## config.mk

```make
export PLATFORM = sky130hd
export DESIGN_NAME = i2c_config_sequencer
export DESIGN_NICKNAME = d
export VERILOG_FILES = /design/src/rtl/i2c_seq_pkg.sv /design/src/rtl/i2c_seq_delay.sv /design/src/rtl/i2c_config_sequencer.sv
export SDC_FILE = /design/constraint.sdc
export NUM_CORES = 1
export LEC_CHECK = 0
export CAP_MARGIN = 20
export CORE_UTILIZATION = 36
export DETAILED_ROUTE_END_ITERATION = 8
export DONT_BUFFER_PORTS = 1
export GPL_TIMING_DRIVEN = 1
export PLACE_DENSITY = 0.5
export SLEW_MARGIN = 40
export SYNTH_ARGS = -nofsm -noshare
export SYNTH_HDL_FRONTEND = slang
export SYNTH_SLANG_ARGS = --single-unit
```

## constraint.sdc

```tcl
create_clock -name clk_in -period 7.75 [get_ports clk_in]
set_clock_uncertainty 0.2 [all_clocks]
set_input_delay 0.3875 -clock clk_in [delete_from_list [all_inputs] [get_ports clk_in]]
set_output_delay 0.3875 -clock clk_in [all_outputs]
set_load 0.005 [all_outputs]
```

## src/rtl/i2c_seq_pkg.sv

```systemverilog
// Shared constants for the I2C configuration sequencer: FSM encodings,
// the end-of-table sentinel and the delay counter width.
package i2c_seq_pkg;

    localparam logic [2:0] ST_IDLE    = 3'd0;
    localparam logic [2:0] ST_FETCH   = 3'd1;
    localparam logic [2:0] ST_ISSUE   = 3'd2;
    localparam logic [2:0] ST_WAIT_LO = 3'd3;
    localparam logic [2:0] ST_WAIT_HI = 3'd4;
    localparam logic [2:0] ST_SETTLE  = 3'd5;
    localparam logic [2:0] ST_DONE    = 3'd6;
    localparam logic [2:0] ST_ERROR   = 3'd7;

    localparam logic [15:0] SENTINEL = 16'hFFFF;

    // Wide enough for multi-second timeouts at 50 MHz
    localparam int CNT_W = 32;

    function automatic logic isSentinel(input logic [15:0] word);
        return word == SENTINEL;
    endfunction

endpackage

```

## src/rtl/i2c_seq_delay.sv

```systemverilog
// Loadable down-counter with a terminal flag; one instance serves both the
// inter-write settle delay and the per-phase controller timeouts.
module i2c_seq_delay #(
    parameter int W = 32
) (
    input  logic         clk_in,
    input  logic         reset,
    input  logic         load_i,
    input  logic [W-1:0] loadVal_i,
    output logic         expired_o
);

    logic [W-1:0] count_q;

    // Counts down to zero and parks there until reloaded
    always_ff @(posedge clk_in or posedge reset) begin
        if (reset) begin
            count_q <= '0;
        end else if (load_i) begin
            count_q <= loadVal_i;
        end else if (count_q != '0) begin
            count_q <= count_q - 1'b1;
        end
    end

    assign expired_o = (count_q == '0);

endmodule

```

## src/rtl/i2c_config_sequencer.sv

```systemverilog
// Walks a ROM table of {reg_addr, reg_data} words and issues one I2C write
// per entry. Optional NACK retry is built only with `define I2C_SEQ_RETRY_EN.
module i2c_config_sequencer
    import i2c_seq_pkg::*;
#(
    parameter int          NUM_REGS       = 16,
    parameter logic [7:0]  DEV_ADDR       = 8'h34,
    parameter int          SETTLE_CYCLES  = 50000,
    parameter int          TIMEOUT_CYCLES = 2000000,
`ifdef I2C_SEQ_RETRY_EN
    parameter int          RETRY_MAX      = 3,
`endif
    parameter int          IDX_W          = 8
) (
    input  logic             clk_in,
    input  logic             reset,
    input  logic             go,
    output logic [IDX_W-1:0] rom_addr,
    input  logic [15:0]      rom_data,
    output logic             i2c_start,
    output logic [7:0]       i2c_dev_addr,
    output logic [15:0]      i2c_reg_data,
    input  logic             i2c_ready,
    input  logic             i2c_ack,
    output logic             busy,
    output logic             done,
    output logic             err,
    output logic [IDX_W-1:0] err_idx,
    output logic [2:0]       state_dbg
);

    // The counter reads zero on the last cycle of a phase, hence the -1
    localparam logic [CNT_W-1:0] TIMEOUT_LOAD = CNT_W'(TIMEOUT_CYCLES - 1);
    localparam logic [CNT_W-1:0] SETTLE_LOAD  = CNT_W'(SETTLE_CYCLES - 1);
    localparam logic [IDX_W:0]   IDX_END      = (IDX_W + 1)'(NUM_REGS);

    logic [2:0]       state_q,   state_d;
    logic [IDX_W-1:0] idx_q,     idx_d;
    logic [15:0]      regData_q, regData_d;
    logic             start_q,   start_d;
    logic [IDX_W-1:0] errIdx_q,  errIdx_d;
    logic             fetchPh_q, fetchPh_d;
    logic             dlyLoad;
    logic [CNT_W-1:0] dlyVal;
    logic             dlyExpired;
    logic [IDX_W:0]   idxNext;

`ifdef I2C_SEQ_RETRY_EN
    localparam logic [7:0] RETRY_LIMIT = 8'(RETRY_MAX);
    logic [7:0] retryCnt_q, retryCnt_d;
`endif

    i2c_seq_delay #(
        .W (CNT_W)
    ) u_delay (
        .clk_in    (clk_in),
        .reset     (reset),
        .load_i    (dlyLoad),
        .loadVal_i (dlyVal),
        .expired_o (dlyExpired)
    );

    // Computed one bit wider so the last entry never wraps the index
    assign idxNext = {1'b0, idx_q} + (IDX_W + 1)'(1);

    // Next-state logic for the sequencer FSM and its datapath registers
    always_comb begin
        state_d   = state_q;
        idx_d     = idx_q;
        regData_d = regData_q;
        start_d   = 1'b0;
        errIdx_d  = errIdx_q;
        fetchPh_d = 1'b0;
        dlyLoad   = 1'b0;
        dlyVal    = '0;
`ifdef I2C_SEQ_RETRY_EN
        retryCnt_d = retryCnt_q;
`endif
        case (state_q)
            ST_IDLE, ST_DONE, ST_ERROR: begin
                if (go) begin
                    state_d  = ST_FETCH;
                    idx_d    = '0;
                    errIdx_d = '0;
                end
            end
            ST_FETCH: begin
                if (!fetchPh_q) begin
                    fetchPh_d = 1'b1;
                end else begin
                    regData_d = rom_data;
                    state_d   = isSentinel(rom_data) ? ST_DONE : ST_ISSUE;
`ifdef I2C_SEQ_RETRY_EN
                    retryCnt_d = '0;
`endif
                end
            end
            ST_ISSUE: begin
                if (i2c_ready) begin
                    start_d = 1'b1;
                    state_d = ST_WAIT_LO;
                    dlyLoad = 1'b1;
                    dlyVal  = TIMEOUT_LOAD;
                end
            end
            ST_WAIT_LO: begin
                if (!i2c_ready) begin
                    state_d = ST_WAIT_HI;
                    dlyLoad = 1'b1;
                    dlyVal  = TIMEOUT_LOAD;
                end else if (dlyExpired) begin
                    state_d  = ST_ERROR;
                    errIdx_d = idx_q;
                end
            end
            ST_WAIT_HI: begin
                // Completion is checked before the timeout so it wins a tie
                if (i2c_ready) begin
                    if (i2c_ack) begin
                        state_d = ST_SETTLE;
                        dlyLoad = 1'b1;
                        dlyVal  = SETTLE_LOAD;
                    end else begin
`ifdef I2C_SEQ_RETRY_EN
                        if (retryCnt_q == RETRY_LIMIT) begin
                            state_d  = ST_ERROR;
                            errIdx_d = idx_q;
                        end else begin
                            retryCnt_d = retryCnt_q + 8'd1;
                            state_d    = ST_ISSUE;
                        end
`else
                        state_d  = ST_ERROR;
                        errIdx_d = idx_q;
`endif
                    end
                end else if (dlyExpired) begin
                    state_d  = ST_ERROR;
                    errIdx_d = idx_q;
                end
            end
            ST_SETTLE: begin
                if (dlyExpired) begin
                    if (idxNext == IDX_END) begin
                        state_d = ST_DONE;
                    end else begin
                        idx_d   = idxNext[IDX_W-1:0];
                        state_d = ST_FETCH;
                    end
                end
            end
            default: state_d = ST_IDLE;
        endcase
    end

    // State and datapath registers; reset abandons any transfer immediately
    always_ff @(posedge clk_in or posedge reset) begin
        if (reset) begin
            state_q   <= ST_IDLE;
            idx_q     <= '0;
            regData_q <= '0;
            start_q   <= 1'b0;
            errIdx_q  <= '0;
            fetchPh_q <= 1'b0;
        end else begin
            state_q   <= state_d;
            idx_q     <= idx_d;
            regData_q <= regData_d;
            start_q   <= start_d;
            errIdx_q  <= errIdx_d;
            fetchPh_q <= fetchPh_d;
        end
    end

`ifdef I2C_SEQ_RETRY_EN
    // NACK count for the entry currently being written
    always_ff @(posedge clk_in or posedge reset) begin
        if (reset) begin
            retryCnt_q <= '0;
        end else begin
            retryCnt_q <= retryCnt_d;
        end
    end
`endif

    assign rom_addr     = idx_q;
    assign i2c_start    = start_q;
    assign i2c_dev_addr = DEV_ADDR;
    assign i2c_reg_data = regData_q;
    assign busy         = (state_q != ST_IDLE) && (state_q != ST_DONE) && (state_q != ST_ERROR);
    assign done         = (state_q == ST_DONE);
    assign err          = (state_q == ST_ERROR);
    assign err_idx      = errIdx_q;
    assign state_dbg    = state_q;

endmodule

```

---- After elaboration in Yosys (flattened, before gate mapping) ----
Cells that the tools add are included.
W data, S select, Z words.
word-level totals
  register bits after elaboration ......... 69
  input port bits ......................... 21
  output and inout bits ................... 47
  logic and storage cells ................. 76
operators by class
  add/subtract/negate cells ............... 2
  equal/unequal tests ..................... 18
  mux-type cells .......................... 35
  reductions and logical operators ........ 14
operators by type and width
  kind                     count
  $mux W32                 2
  $pmux W21 S3             1
  $mux W8                  7
  $mux W21                 2
  $logic_not A32 Y1        1
  $mux W16                 2
  $reduce_bool A32 Y1      1
  $sub A32 B1 Y32 const B  1
  $mux W3                  9
  $pmux W8 S3              1
  $pmux W3 S6              1
  $eq A16 B16 Y1 const B   1
  $pmux W8 S2              1
  $eq A3 B3 Y1 const B     4
  $ne A2 B2 Y1 const B     6
  $reduce_and A4 Y1        3
  $add A8 B1 Y9 const B    1
  $eq A9 B5 Y1 const B     1
  $ne A3 B3 Y1 const B     3
  $mux W1                  7
  $eq A3 B2 Y1 const B     2
  $reduce_bool A3 Y1       2
  $reduce_bool A2 Y1       2
  $eq A3 B1 Y1 const B     1
  6 further kinds          7

---- Depth between registers and ports, before layout ----
  depth after elaboration ................. 5
  depth in mapped cells ................... 10

---- Hierarchy ----
From an unflattened synthesis, not the netlist that was laid out.
unflattened totals
  cells, all modules ...................... 385
  area, all modules ....................... 3848.7 um^2
modules (own cells, without submodules)
  module                times used  cells an instance  area each (um^2)  seq. area each (um^2)
  i2c_config_sequencer  1           189                2011.9            925.9
  i2c_seq_delay         1           196                1836.8            800.8

---- Least setup slack after synthesis ----
Ideal clock, no wire load.
  path type ............................... register to register
  start ................................... reg u_delay.count_q[8]
  end ..................................... reg idx_q[4] (netlist: rom_addr[4])
  library setup time ...................... 126 ps
  data arrival time ....................... 2305 ps
  data required time ...................... 7424 ps
  slack ................................... 5120 ps
  cell stages (with the launch flop) ...... 7
  buffers on the path ..................... 0
  cell sequence ........................... dfrtp_1 > or4_4 > nor4b_4 > nand4_4 > a311oi_4 > a21oi_2 > a221o_1
between the ends
  cells in the longest elaborated chain, start to end .. 3
ends and longest elaborated chain
  item                         line                         text
  from (decl)                  i2c_seq_delay.sv:13          logic [W-1:0] count_q;
  from (signal assigned)       i2c_seq_delay.sv:20          count_q <= loadVal_i;
  from (signal assigned)       i2c_seq_delay.sv:22          count_q <= count_q - 1'b1;
  $logic_not A32 Y1            i2c_seq_delay.sv:26          assign expired_o = (count_q == '0);
  $ne A2 B2 Y1 (no line)       --
  $reduce_and A4 Y1 (no line)  --
  to (signal assigned)         i2c_config_sequencer.sv:167  idx_q <= idx_d;
  to (decl)                    i2c_config_sequencer.sv:38   logic [IDX_W-1:0] idx_q, idx_d;
Every way passes these cells.
A chain may end at the register's enable or synchronous reset.

---- Worst setup path after layout ----
  start ................................... reg u_delay.count_q[8]
  end ..................................... reg idx_q[3] (netlist: rom_addr[3])
Same word-level chain as after synthesis.

==> flow_summary.yaml <==
setup_path:
  worst_setup_path_end_kind: "flop"
  critical_path_buf_inv_count: 0
  max_stage_delay_ps: 580
  crit_chain: "or4_4 > nor4b_4 > nand4_4 > a311oi_4 > a21oi_2 > a211o_1"
  cp_slowest_cell: "or4_4"
  r2r_slack_ps: 4600
  crit_path_start: "u_delay.count_q[8]"
  worst-endpoint-required_ps: 7790
  r2r-start: "u_delay.count_q[8]"
  worstPathMaxFanout: 17
  crit_type: "reg -> reg"
  startpoint_type: "flop"
  crit_family: "simple AND/OR/NAND/NOR gates"
  crit_arrival_ps: 3180
synth:
  synth_cell_types: 54
  syn_area_um2: 3830
  synth_edf_count: 0
  ys_async_sr_fraction_pct: 100
  yosysSeqAreaShare_pct: 45.0
  yosysWarnings: 0
  ys.flop_type: "dfrtp_1"
  synthCells: 400
  synth_seq_cells: 69
  syn_area_per_cell_um2: 9.59
final_layout:
  syn_to_final_growth_pct: 12.7
  nNetsFinal: 433
  antenna_cells: 0
  final_util_pct: 41.9
  design_area_um2: 4320
  drive_above_1_share_pct: 12.6
detailed_routing:
  drtIter0Drc: 161
  finalWirelength_um: 9100
  vias: 2977
  vias_per_cell: 5.41
  wl_per_cell_um: 16.5
  ant_nets: 0
  drt_pass1_iterations: 4
  drc: 0
power:
  pwr-share-clk_pct: 46.2
  p_per_area_nw_per_um2: 168
  p_total_w: 0.000726
  switching_share_pct: 23.3
  p_int_w: 0.000557
  comb_power_share_pct: 3.2
  p_switching_w: 0.000169
  share_seq_of_total_power_pct: 50.6
  peakVddDrop_mv: 0.125
  p_leak_nw: 1.75
cts:
  post_cts_resize_count: 0
  cts_tree: "built"
  clock_sinks: 69
  root_buffer: "clkbuf_8"
  cts_buffers: 9
  ctsHoldBuffers: 17
  cts_buffer_depth: 2
  clk_latency_ps: 360
  path_clk_slew_ps: 80
  post_cts_buffers: 0
  htree_levels: 3
global_routing:
  grt_start_max_net_pins: 70
  grtUsageMet3_pct: 4.51
  grt-busiest-layer: "met2"
  antenna_found_initial: 0
  grt_pass1_wl_um: 15300
  grt_usage_pct: 17.6
  met2_usage_pct: 26.9
  grt_pass1_vias: 2993
  grt-ovfl-total: 0
  grtUsageMet1_pct: 24.0
timing:
  fin_crit_sh_pct: 40.6
  rsz0062_at_grt: "no"
  period_needed_ps: 3150
  worstMarginPinSlew_ps: 640
  max_freq_mhz: 318
  fin_hold_ws_ps: 71.8
  hold_viol: 0
  finalSetupViolCount: 0
  maxSlewViolCount: 0
  fin_setup_tns_ps: 0
  slew_headroom_pct: 57.3
floorplanning:
  io_pins: 68
  dieArea_um2: 11100
  core_um2: 10300
  start_util_pct: 37.1
  die_w_um: 105
  rows: 37
  die_h_um: 105
run:
  drv_cap: 0
min_path:
  holdCritStartpoint: "i2c_ready"
  min_path_type: "in -> reg"
place:
  port-buffer-count: 0
  gp_congestion: 0.855
  place_area_um2: 3920
  dpl.hpwl_um: 5980
status:
  status: "finished, final reports clean"
==> flip-flops by register name, summed over array words and instances (netlist names) <==
signal	cells
u_delay.count_q	32
rom_addr	8
state_dbg	3
fetchPh_q	1
i2c_reg_data	16
i2c_start	1
err_idx	8
==> power groups by stage <==
stage	registers, W	logic, W	clock network, W
after floorplan	0.000374	0.0000173	0
after global placement	0.000374	0.0000167	0
after detailed placement	0.000374	0.0000170	0
after CTS	0.000367	0.0000237	0.000344
after global routing	0.000368	0.0000267	0.000361
final	0.000367	0.0000234	0.000335
==> layout make-up <==
type / count / area [um2]
clock buffers: 9 / 124
clock inverters: 7 / 97.6
fillers: 998 / 6000
inverters: 8 / 30.0
multi-input cells: 302 / 1990
flip-flops and latches: 69 / 1730
well taps: 136 / 170
repair buffers: 19 / 189
==> per-stage QoR <==
| step | worst slack [ps] | instances |
|---|---|---|
| after floorplan | 5120 | 406 |
| after global placement | 4540 | 516 |
| after detailed placement | 4590 | 516 |
| after CTS | 4600 | 549 |
| after global routing | 4420 | 550 |
| final | 4600 | 550 |
==> cells in the mapped netlist, drive strengths merged, types with 4 or more instances <==
| library cell | n | area (um2) |
|---|---|---|
| nand4 | 5 | 46.3 |
| mux2 | 17 | 191 |
| o311ai | 4 | 35.0 |
| buf | 12 | 78.8 |
| nand3 | 10 | 50.1 |
| clkbuf | 15 | 56.3 |
| or4 | 4 | 37.5 |
| nand2 | 37 | 139 |
| o21ai | 26 | 130 |
| nor2b | 9 | 56.3 |
| and3 | 8 | 50.1 |
| a21oi | 16 | 83.8 |
| xor2 | 10 | 87.6 |
| or2 | 4 | 25.0 |
| nand2b | 9 | 56.3 |
| nor2 | 29 | 109 |
| xnor2 | 18 | 158 |
| inv | 8 | 30.0 |
| nor4 | 16 | 100 |
| mux2i | 5 | 50.1 |
| and2 | 4 | 25.0 |
| dfrtp | 69 | 1730 |
| nor3 | 12 | 60.1 |
| or3 | 8 | 50.1 |
| a22o | 9 | 78.8 |
==> kinds of logic after synthesis <==
| kind of cell | count (synthesis) | share of synthesized area (%) |
|---|---|---|
| compound gates | 81 | 14.4 |
| xor+xnor | 28 | 6.39 |
| fa+ha+maj | 3 | 0.979 |
| buf+inv | 35 | 4.31 |
| flops | 69 | 45.0 |
| mux | 22 | 6.30 |
| other cells | 2 | 0.196 |
| simple gates | 160 | 22.4 |
==> metal layers <==
layer / wire (um) / share of wire (%)
met1: 4300 / 47
met5: 0 / 0
met4: 143 / 1.6
met3: 405 / 4.4
met2: 4250 / 47
==> final timing paths <==
check / to / cells after the start
max in group asynchronous: rom_addr[6] / 3
setup reg to reg: rom_addr[3] / 6
min in group asynchronous: i2c_reg_data[14] / 3
hold reg to reg: fetchPh_q / 1
hold / removal: i2c_start / 1
setup / recovery: rom_addr[3] / 6
==> worst reg2reg max path, delay by kind of cell (launching register included) <==
kind	cells	cell delay (ps)
AO/OA/AOI/OAI	3	960
AND/OR/NAND/NOR	3	1430
flip-flops	1	430
==> layout by cell type (no fill, tap or decap), drive strengths merged, types with 5 or more instances in the layout <==
master,instances
nand2,37
conb,8
mux2i,5
nand4,5
nand3,10
a21oi,16
a22o,9
nor4,16
dfrtp,69
xnor2,18
xor2,10
clkbuf,9
nor2b,9
or3,8
o21ai,26
nor2,29
and3,8
mux2,17
inv,9
nand2b,9
nor3,12
dlygate4sd3,17
Power figures use the tool's default switching activity.
